==> src/rtl/mac_array_stream_if.sv <==
// mac_array_stream_if: job control, operand stream and result stream.
// sat_flag exists only when MAC_ARRAY_SATURATE_EN is defined.
interface mac_array_stream_if #(
   parameter int LANES = 4,
   parameter int DW    = 8,
   parameter int ACCW  = 32,
   parameter int LENW  = 16
);
   logic                  start;
   logic [LENW-1:0]       cfg_len;
   logic                  in_valid;
   logic                  in_ready;
   logic [LANES*DW-1:0]   a_flat;
   logic [LANES*DW-1:0]   b_flat;
   logic                  out_valid;
   logic                  out_ready;
   logic [LANES*ACCW-1:0] out_data;
   logic                  busy;
`ifdef MAC_ARRAY_SATURATE_EN
   logic [LANES-1:0]      sat_flag;

   modport master (
      output start, cfg_len, in_valid, a_flat, b_flat, out_ready,
      input  in_ready, out_valid, out_data, busy, sat_flag
   );
   modport slave (
      input  start, cfg_len, in_valid, a_flat, b_flat, out_ready,
      output in_ready, out_valid, out_data, busy, sat_flag
   );
`else
   modport master (
      output start, cfg_len, in_valid, a_flat, b_flat, out_ready,
      input  in_ready, out_valid, out_data, busy
   );
   modport slave (
      input  start, cfg_len, in_valid, a_flat, b_flat, out_ready,
      output in_ready, out_valid, out_data, busy
   );
`endif
endinterface

==> src/rtl/mac_array_stream.sv <==
// mac_array_stream: LANES signed dot-product lanes, multiply then accumulate.
// Define MAC_ARRAY_SATURATE_EN for clamping accumulators plus sat_flag.
module mac_array_stream #(
   parameter int LANES = 4,
   parameter int DW    = 8,
   parameter int ACCW  = 32,
   parameter int LENW  = 16
) (
   input  logic              clk,
   input  logic              rst,
   mac_array_stream_if.slave bus
);
`ifdef MAC_ARRAY_SATURATE_EN
   localparam int SW = ACCW + 1;
`else
   localparam int SW = ACCW;
`endif

   typedef enum logic [1:0] {IDLE, RUN, DRAIN, HOLD} state_e;

   state_e                 state_q, state_d;
   logic [LENW-1:0]        len_q, len_d;
   logic [LENW-1:0]        cnt_q, cnt_d;
   logic                   s1_vld_q, s1_vld_d;
   logic                   clr;
   logic                   xfer;
   logic signed [2*DW-1:0] prod_q [LANES];
   logic signed [2*DW-1:0] prod_d [LANES];
   logic signed [ACCW-1:0] acc_q [LANES];
   logic signed [ACCW-1:0] acc_d [LANES];
`ifdef MAC_ARRAY_SATURATE_EN
   logic [LANES-1:0]       sat_q, sat_d;
`endif

   assign xfer          = bus.in_valid && (state_q == RUN);
   assign bus.in_ready  = (state_q == RUN);
   assign bus.out_valid = (state_q == HOLD);
   assign bus.busy      = (state_q != IDLE);
`ifdef MAC_ARRAY_SATURATE_EN
   assign bus.sat_flag  = sat_q;
`endif

   // Job sequencing: length latch, beat counter and state transitions.
   always_comb begin
      state_d = state_q;
      len_d   = len_q;
      cnt_d   = cnt_q;
      clr     = 1'b0;
      unique case (state_q)
         IDLE: begin
            if (bus.start) begin
               len_d   = bus.cfg_len;
               cnt_d   = '0;
               clr     = 1'b1;
               state_d = (bus.cfg_len == '0) ? HOLD : RUN;
            end
         end
         RUN: begin
            if (xfer) begin
               cnt_d = cnt_q + 1'b1;
               if (cnt_d == len_q) state_d = DRAIN;
            end
         end
         DRAIN: state_d = HOLD;
         HOLD: begin
            if (bus.out_ready) state_d = IDLE;
         end
         default: state_d = IDLE;
      endcase
   end

   // Stage 1: register per-lane signed products of each accepted beat.
   always_comb begin
      logic signed [DW-1:0] a_s;
      logic signed [DW-1:0] b_s;
      a_s      = '0;
      b_s      = '0;
      s1_vld_d = xfer;
      for (int i = 0; i < LANES; i++) begin
         a_s       = bus.a_flat[i*DW +: DW];
         b_s       = bus.b_flat[i*DW +: DW];
         prod_d[i] = prod_q[i];
         if (xfer) prod_d[i] = (2*DW)'(a_s) * (2*DW)'(b_s);
      end
   end

   // Stage 2: fold the registered products into the lane accumulators.
   always_comb begin
      logic signed [SW-1:0] sum;
      sum = '0;
`ifdef MAC_ARRAY_SATURATE_EN
      sat_d = clr ? '0 : sat_q;
`endif
      for (int i = 0; i < LANES; i++) begin
         sum      = SW'(acc_q[i]) + SW'(prod_q[i]);
         acc_d[i] = acc_q[i];
         if (clr) begin
            acc_d[i] = '0;
         end else if (s1_vld_q) begin
`ifdef MAC_ARRAY_SATURATE_EN
            if (sum[SW-1] != sum[SW-2]) begin
               acc_d[i] = sum[SW-1] ? {1'b1, {(ACCW-1){1'b0}}}
                                    : {1'b0, {(ACCW-1){1'b1}}};
               sat_d[i] = 1'b1;
            end else begin
               acc_d[i] = sum[ACCW-1:0];
            end
`else
            acc_d[i] = sum;
`endif
         end
      end
   end

   // Result bus mirrors the accumulators; they hold after the handoff.
   always_comb begin
      bus.out_data = '0;
      for (int i = 0; i < LANES; i++) begin
         bus.out_data[i*ACCW +: ACCW] = acc_q[i];
      end
   end

   // State and datapath registers; reset aborts any job in flight.
   always_ff @(posedge clk or posedge rst) begin
      if (rst) begin
         state_q  <= IDLE;
         len_q    <= '0;
         cnt_q    <= '0;
         s1_vld_q <= 1'b0;
         for (int i = 0; i < LANES; i++) begin
            prod_q[i] <= '0;
            acc_q[i]  <= '0;
         end
`ifdef MAC_ARRAY_SATURATE_EN
         sat_q <= '0;
`endif
      end else begin
         state_q  <= state_d;
         len_q    <= len_d;
         cnt_q    <= cnt_d;
         s1_vld_q <= s1_vld_d;
         for (int i = 0; i < LANES; i++) begin
            prod_q[i] <= prod_d[i];
            acc_q[i]  <= acc_d[i];
         end
`ifdef MAC_ARRAY_SATURATE_EN
         sat_q <= sat_d;
`endif
      end
   end
endmodule

==> src/flat_wrapper.sv <==
// flat-port wrapper written by rule: the top's interface ports become plain ports
module mac_array_stream_flat 
#(
   parameter int LANES = 4,
   parameter int DW    = 8,
   parameter int ACCW  = 32,
   parameter int LENW  = 16
)
  (clk, rst, bus_start, bus_cfg_len, bus_in_valid, bus_a_flat, bus_b_flat, bus_out_ready, bus_in_ready, bus_out_valid, bus_out_data, bus_busy);
  mac_array_stream_if #(.LANES(LANES), .DW(DW), .ACCW(ACCW), .LENW(LENW)) bus_i ();
  input  logic clk;
  input  logic rst;
  input wire logic [$bits(bus_i.start)-1:0] bus_start;
  input wire logic [$bits(bus_i.cfg_len)-1:0] bus_cfg_len;
  input wire logic [$bits(bus_i.in_valid)-1:0] bus_in_valid;
  input wire logic [$bits(bus_i.a_flat)-1:0] bus_a_flat;
  input wire logic [$bits(bus_i.b_flat)-1:0] bus_b_flat;
  input wire logic [$bits(bus_i.out_ready)-1:0] bus_out_ready;
  output wire logic [$bits(bus_i.in_ready)-1:0] bus_in_ready;
  output wire logic [$bits(bus_i.out_valid)-1:0] bus_out_valid;
  output wire logic [$bits(bus_i.out_data)-1:0] bus_out_data;
  output wire logic [$bits(bus_i.busy)-1:0] bus_busy;
  assign bus_i.start = bus_start;
  assign bus_i.cfg_len = bus_cfg_len;
  assign bus_i.in_valid = bus_in_valid;
  assign bus_i.a_flat = bus_a_flat;
  assign bus_i.b_flat = bus_b_flat;
  assign bus_i.out_ready = bus_out_ready;
  assign bus_in_ready = bus_i.in_ready;
  assign bus_out_valid = bus_i.out_valid;
  assign bus_out_data = bus_i.out_data;
  assign bus_busy = bus_i.busy;
  mac_array_stream #(.LANES(LANES), .DW(DW), .ACCW(ACCW), .LENW(LENW)) u_core (.clk(clk), .rst(rst), .bus(bus_i));
endmodule
==> config.mk <==
export PLATFORM = sky130hd
export DESIGN_NAME = mac_array_stream_flat
export DESIGN_NICKNAME = d
export VERILOG_FILES = /design/src/rtl/mac_array_stream_if.sv /design/src/rtl/mac_array_stream.sv /design/src/flat_wrapper.sv
export SDC_FILE = /design/constraint.sdc
export NUM_CORES = 1
export LEC_CHECK = 0
export ABC_AREA = 1
export CORE_MARGIN = 8
export CORE_UTILIZATION = 50
export CTS_BUF_LIST = sky130_fd_sc_hd__clkbuf_4
export CTS_CLUSTER_DIAMETER = 120
export DETAILED_ROUTE_END_ITERATION = 8
export PLACE_DENSITY = 0.66
export SLEW_MARGIN = 0
export SYNTH_ARGS = -nofsm -noshare
export SYNTH_HDL_FRONTEND = slang
export SYNTH_SLANG_ARGS = --single-unit
==> constraint.sdc <==
create_clock -name clk -period 10.2 [get_ports clk]
set_input_delay 2.04 -clock clk [delete_from_list [all_inputs] [get_ports clk]]
set_output_delay 2.04 -clock clk [all_outputs]
set_load 0.02 [all_outputs]
* Word level (Yosys, flattened, before mapping) *
Index checks and enable logic that the tools add are counted.

storage, ports and cells
  input bits = 85
  logic and storage cells = 57
  output and inout port bits = 131
  flip-flop bits (word level) = 227

operators by class
  eq/ne operators = 8
  $mul = 4
  reduce and logical (&&, ||, !) cells = 9
  multiplexer cells = 19
  add/sub/neg operators = 5

operator list
  operator                                        count
  two-way mux 32 bit                              8
  adder 32 x 16 -> 32 bit                         4
  multiplier 8 x 8 -> 16 bit                      4
  two-way mux 16 bit                              2
  case mux 16 bit (2 select lines)                1
  adder 16 x 1 -> 16 bit (second input constant)  1
  == test 16 bit                                  1
  zero test 16 bit                                1
  two-way mux 2 bit                               5
  case mux 2 bit (4 select lines)                 1
  nonzero test 2 bit                              3
  == test 2 bit (second input constant)           2
  != test 2 x 1 -> 1 bit (second input constant)  2
  != test 2 bit (second input constant)           2
  AND reduction 4 bit                             1
  AND reduction 3 bit                             1
  == test 2 x 1 -> 1 bit (second input constant)  1
  zero test 2 bit                                 1
  two-way mux 1 bit                               2
  AND reduction 2 bit                             1
  logical AND 1 bit                               1

* Longest topological paths before layout *
  depth in word-level cells = 5
  depth in mapped cells = 21
  depth with buffers taken out = 20

* Worst setup path after synthesis *
Ideal clock, no wire load.

  kind = in2reg
  start point = input port bus_a_flat[24]
  end point = register u_core.prod_q[12] (netlist name)
  stages on the path = 17
  arrival = 5.770 ns
  library setup time = 0.082 ns
  data required time = 10.118 ns
  path buffers = 1
  slack = 4.348 ns
  cell sequence = clkbuf_1 > or2_2 > fa_1 > fa_1 > inv_1 > fa_1 > inv_1 > fa_1 > inv_1 > ha_1 > a21oi_1 > o21ai_0 > o21ai_0 > nand3b_1 > o21ai_0 > or2_2 > a31oi_1

on the way
  cells in the longest elaborated chain, start to end = 1

ends and longest elaborated chain
  what                            RTL line                 text
  start: declaration              flat_wrapper.sv:16       input wire logic [$bits(bus_i.a_flat)-1:0] bus_a_flat;
  multiplier 8 x 8 -> 16 bit      mac_array_stream.sv:83   if (xfer) prod_d[i] = (2*DW)'(a_s) * (2*DW)'(b_s);
  end signal: indexed assignment  mac_array_stream.sv:143  prod_q[i] <= prod_d[i];
  end: declaration                mac_array_stream.sv:27   logic signed [2*DW-1:0] prod_q [LANES];

Every way passes these cells.
A chain may end at the register's enable or synchronous reset.

* Worst setup path in the final report *
  start point = input port bus_b_flat[26]
  end point = register u_core.prod_q[12] (netlist name)

on the way
  cells in the longest elaborated chain, start to end = 1

ends and longest elaborated chain
  what                        RTL line                text
  start: declaration          flat_wrapper.sv:17      input wire logic [$bits(bus_i.b_flat)-1:0] bus_b_flat;
  multiplier 8 x 8 -> 16 bit  mac_array_stream.sv:83

Every way passes these cells.

==> metrics <==
clock share of power 10.6%; critical path class input port to flip-flop; Worst Hold Class flip-flop to flip-flop; Initial Util 50.5%; Top Ports 216; yosys warns 0; Period Utilization, post-route 57.5%; CTS tree built; Final ANT Viol Nets 0; worst vdd ir 109 uV; DRT met1 WL 34000 um; total design power 8.35 mW; Root Driver clkbuf_4; max-cap viol count 0; final net count 4473; setup bufs post-CTS 0; CTS resizes 0; row cnt 84; clk_lat worst skew 0.77 ns; drt first-iter violations 1471; Finish-stage setup viols 0; P_leak 16.4 nW; WL met3 4530 um; Layout Utilization 57.3%; total die area 60700 um2; sw power 4.46 mW; Die W 246 um; DR WL/cell 15.1 um; Cell variety after synth 49; Inserted Clock Buffers 68; DRC errors left 0; htree depth 3; Synth Instances 3728; sequential power share 19.8%; Tmin final 5.87 ns; # clock sinks 227; clock-pin slew on the worst setup and hold paths 0.06 ns; startpoint types input port; combinational power share 69.6%; PortBufs 215; Final GP Congestion 0.972; final instance area 30100 um2; Hold Buf Count CTS 0; Max clock buf depth 3; number of global-route vias before repair 23300; dpl cell area 29300 um2; flops & latches, synth 227; power density over the cells 278 nW/um2; Worst Tran Pin Value 0.953 ns; Fmax 0.170 GHz; share of cells above drive strength 1 4.26%; P_int 3.89 mW; Worst Path Arrival 6.51 ns; unrepaired setup endpoints after global routing false; status complete, no violations; TNS Setup 0 ns; max_slew headroom 36.4%; Finished Layout Cells 4654; CP required 10.84 ns; post-synthesis async set-or-reset flop share 100%; vias per inst 5.13; first drt pass iteration count 6; Total GRT Usage 23.5%; Hold Fails Final Rpt 0; most common cell after layout, fill and taps aside nand2_1; Setup WS post-layout 4.33 ns; Hold Slack 0.488 ns; top sig layer met4; via count 23900; Avg Cell Area, Syn 7.12 um2; initial antenna violation count 1; Setup WS pre-CTS 3.62 ns; Slew Viols, Final 0; Worst Path Max Fanout 8; Detailed Route WL 70300 um; Critical Path Sink Type flip-flop; EDFF count, synth 0; chip height 246 um; Main synth FF type dfrtp_1; Sw Share 53.4%; Post-Synthesis Cell Area 26600 um2; placed cell count 4537; met2 wire length 30500 um; most frequent cells in the layout nand2_1 (996), inv_1 (736), o21ai_0 (258); setup skew after layout 0.0627 ns; largest net degree at the start of global routing 106; CORE AREA 52600 um2; synthesis-to-finish area growth 13.3%; first-pass GRT wire length 118000 um; register area share after synthesis 21.4%; Post-DP HPWL 56500 um; GRT overflow 0; Net Count, Synth 4282
==> critical path: stages <==
cell	delay, ns
clkdlybuf4s50_1	0.60
nand2_1	0.13
inv_1	0.06
fa_1	0.53
inv_1	0.06
fa_1	0.53
inv_1	0.05
fa_1	0.47
inv_1	0.05
fa_1	0.47
inv_1	0.04
ha_1	0.34
a21oi_1	0.10
o21ai_0	0.29
o21ai_0	0.17
nand3b_1	0.10
o21ai_0	0.10
or2_2	0.28
a31oi_1	0.13
==> power groups by stage <==
stage / clock [mW] / sequential [mW] / combinational, mW
global route: 0.970 / 1.69 / 6.65
finish: 0.884 / 1.65 / 5.82
floorplan: 0 / 1.73 / 4.00
global placement: 0 / 1.66 / 5.74
detailed placement: 0 / 1.66 / 5.78
CTS: 0.918 / 1.65 / 5.81
==> logic make-up (layout without fill, tap and decap cells) <==
group,Yosys count,in the layout,synth area share (%)
simple gates,1489,1489,22.8
buf+inv,846,1083,12.0
xor+xnor,64,64,2.17
other cells,0,1,0
compound gates,633,633,13.2
fa+ha+maj,469,469,28.4
flops,227,227,21.4
==> area by class of cell <==
type	instances	area, um2
fill	5149	22500
multi-input combinational	2655	17700
sequential	227	5680
inverter	741	2790
timing repair buffer	226	2230
tap	688	861
clock buffer	97	728
clock inverter	19	105
antenna	1	2.50
==> path summary, 6_finish.rpt <==
path | from | end | slack (ns) | depth (start not counted)
worst max-delay path | bus_b_flat[26] | u_core.prod_q[12]$_DFFE_PP0P_ | 4.33 | 19
worst min-delay path | u_core.prod_q[3]$_DFFE_PP0P_ | u_core.prod_q[3]$_DFFE_PP0P_ | 0.49 | 2
worst min register to register | u_core.prod_q[3]$_DFFE_PP0P_ | u_core.prod_q[3]$_DFFE_PP0P_ | 0.49 | 2
worst max register to register | u_core.state_q[0]$_DFFE_PP0P_ | u_core.bus.out_data[101]$_DFFE_PP0P_ | 6.46 | 9
min in group asynchronous | rst | u_core.len_q[10]$_DFFE_PP0P_ | 1.83 | 2
max in group asynchronous | rst | u_core.bus.out_data[101]$_DFFE_PP0P_ | 6.92 | 3
==> metal layers <==
layer | global-route usage (%) | up-vias
met5 | 0 | -
met4 | 6.20 | 0
met3 | 3.61 | 76
met2 | 36.1 | 607
met1 | 34.1 | 11100
li1 | - | 12100
==> flip-flops by register name (all words and copies together), names as in the netlist <==
| register | count |
|---|---|
| u_core.state_q | 2 |
| u_core.len_q | 16 |
| u_core.s1_vld_q | 1 |
| u_core.cnt_q | 16 |
| u_core.bus.out_data | 128 |
| u_core.prod_q | 64 |
==> synthesized netlist by cell type (all sizes together), types with 2 or more instances <==
cell,count,area (um2)
a21boi,6,45.0
a211oi,4,30.0
a31oi,22,138
xnor2,28,245
xor2,35,307
a32o,7,70.1
nor3,32,160
o22ai,18,113
a21o,30,225
dfrtp,227,5680
clkinv,2,7.51
nor4,8,50.1
o2111ai,3,26.3
a22o,4,35.0
a21oi,228,1140
o21bai,13,97.6
o21ai,276,1410
nand4,34,213
inv,739,2770
o211ai,5,37.5
or2,24,150
nand2,1003,3780
o31ai,7,52.6
buf,17,80.1
o21a,6,45.0
fa,224,4480
nand3,106,541
ha,245,3070
nand3b,16,120
clkbuf,88,330
nor2,263,1010
Power figures use the tool's default switching activity.
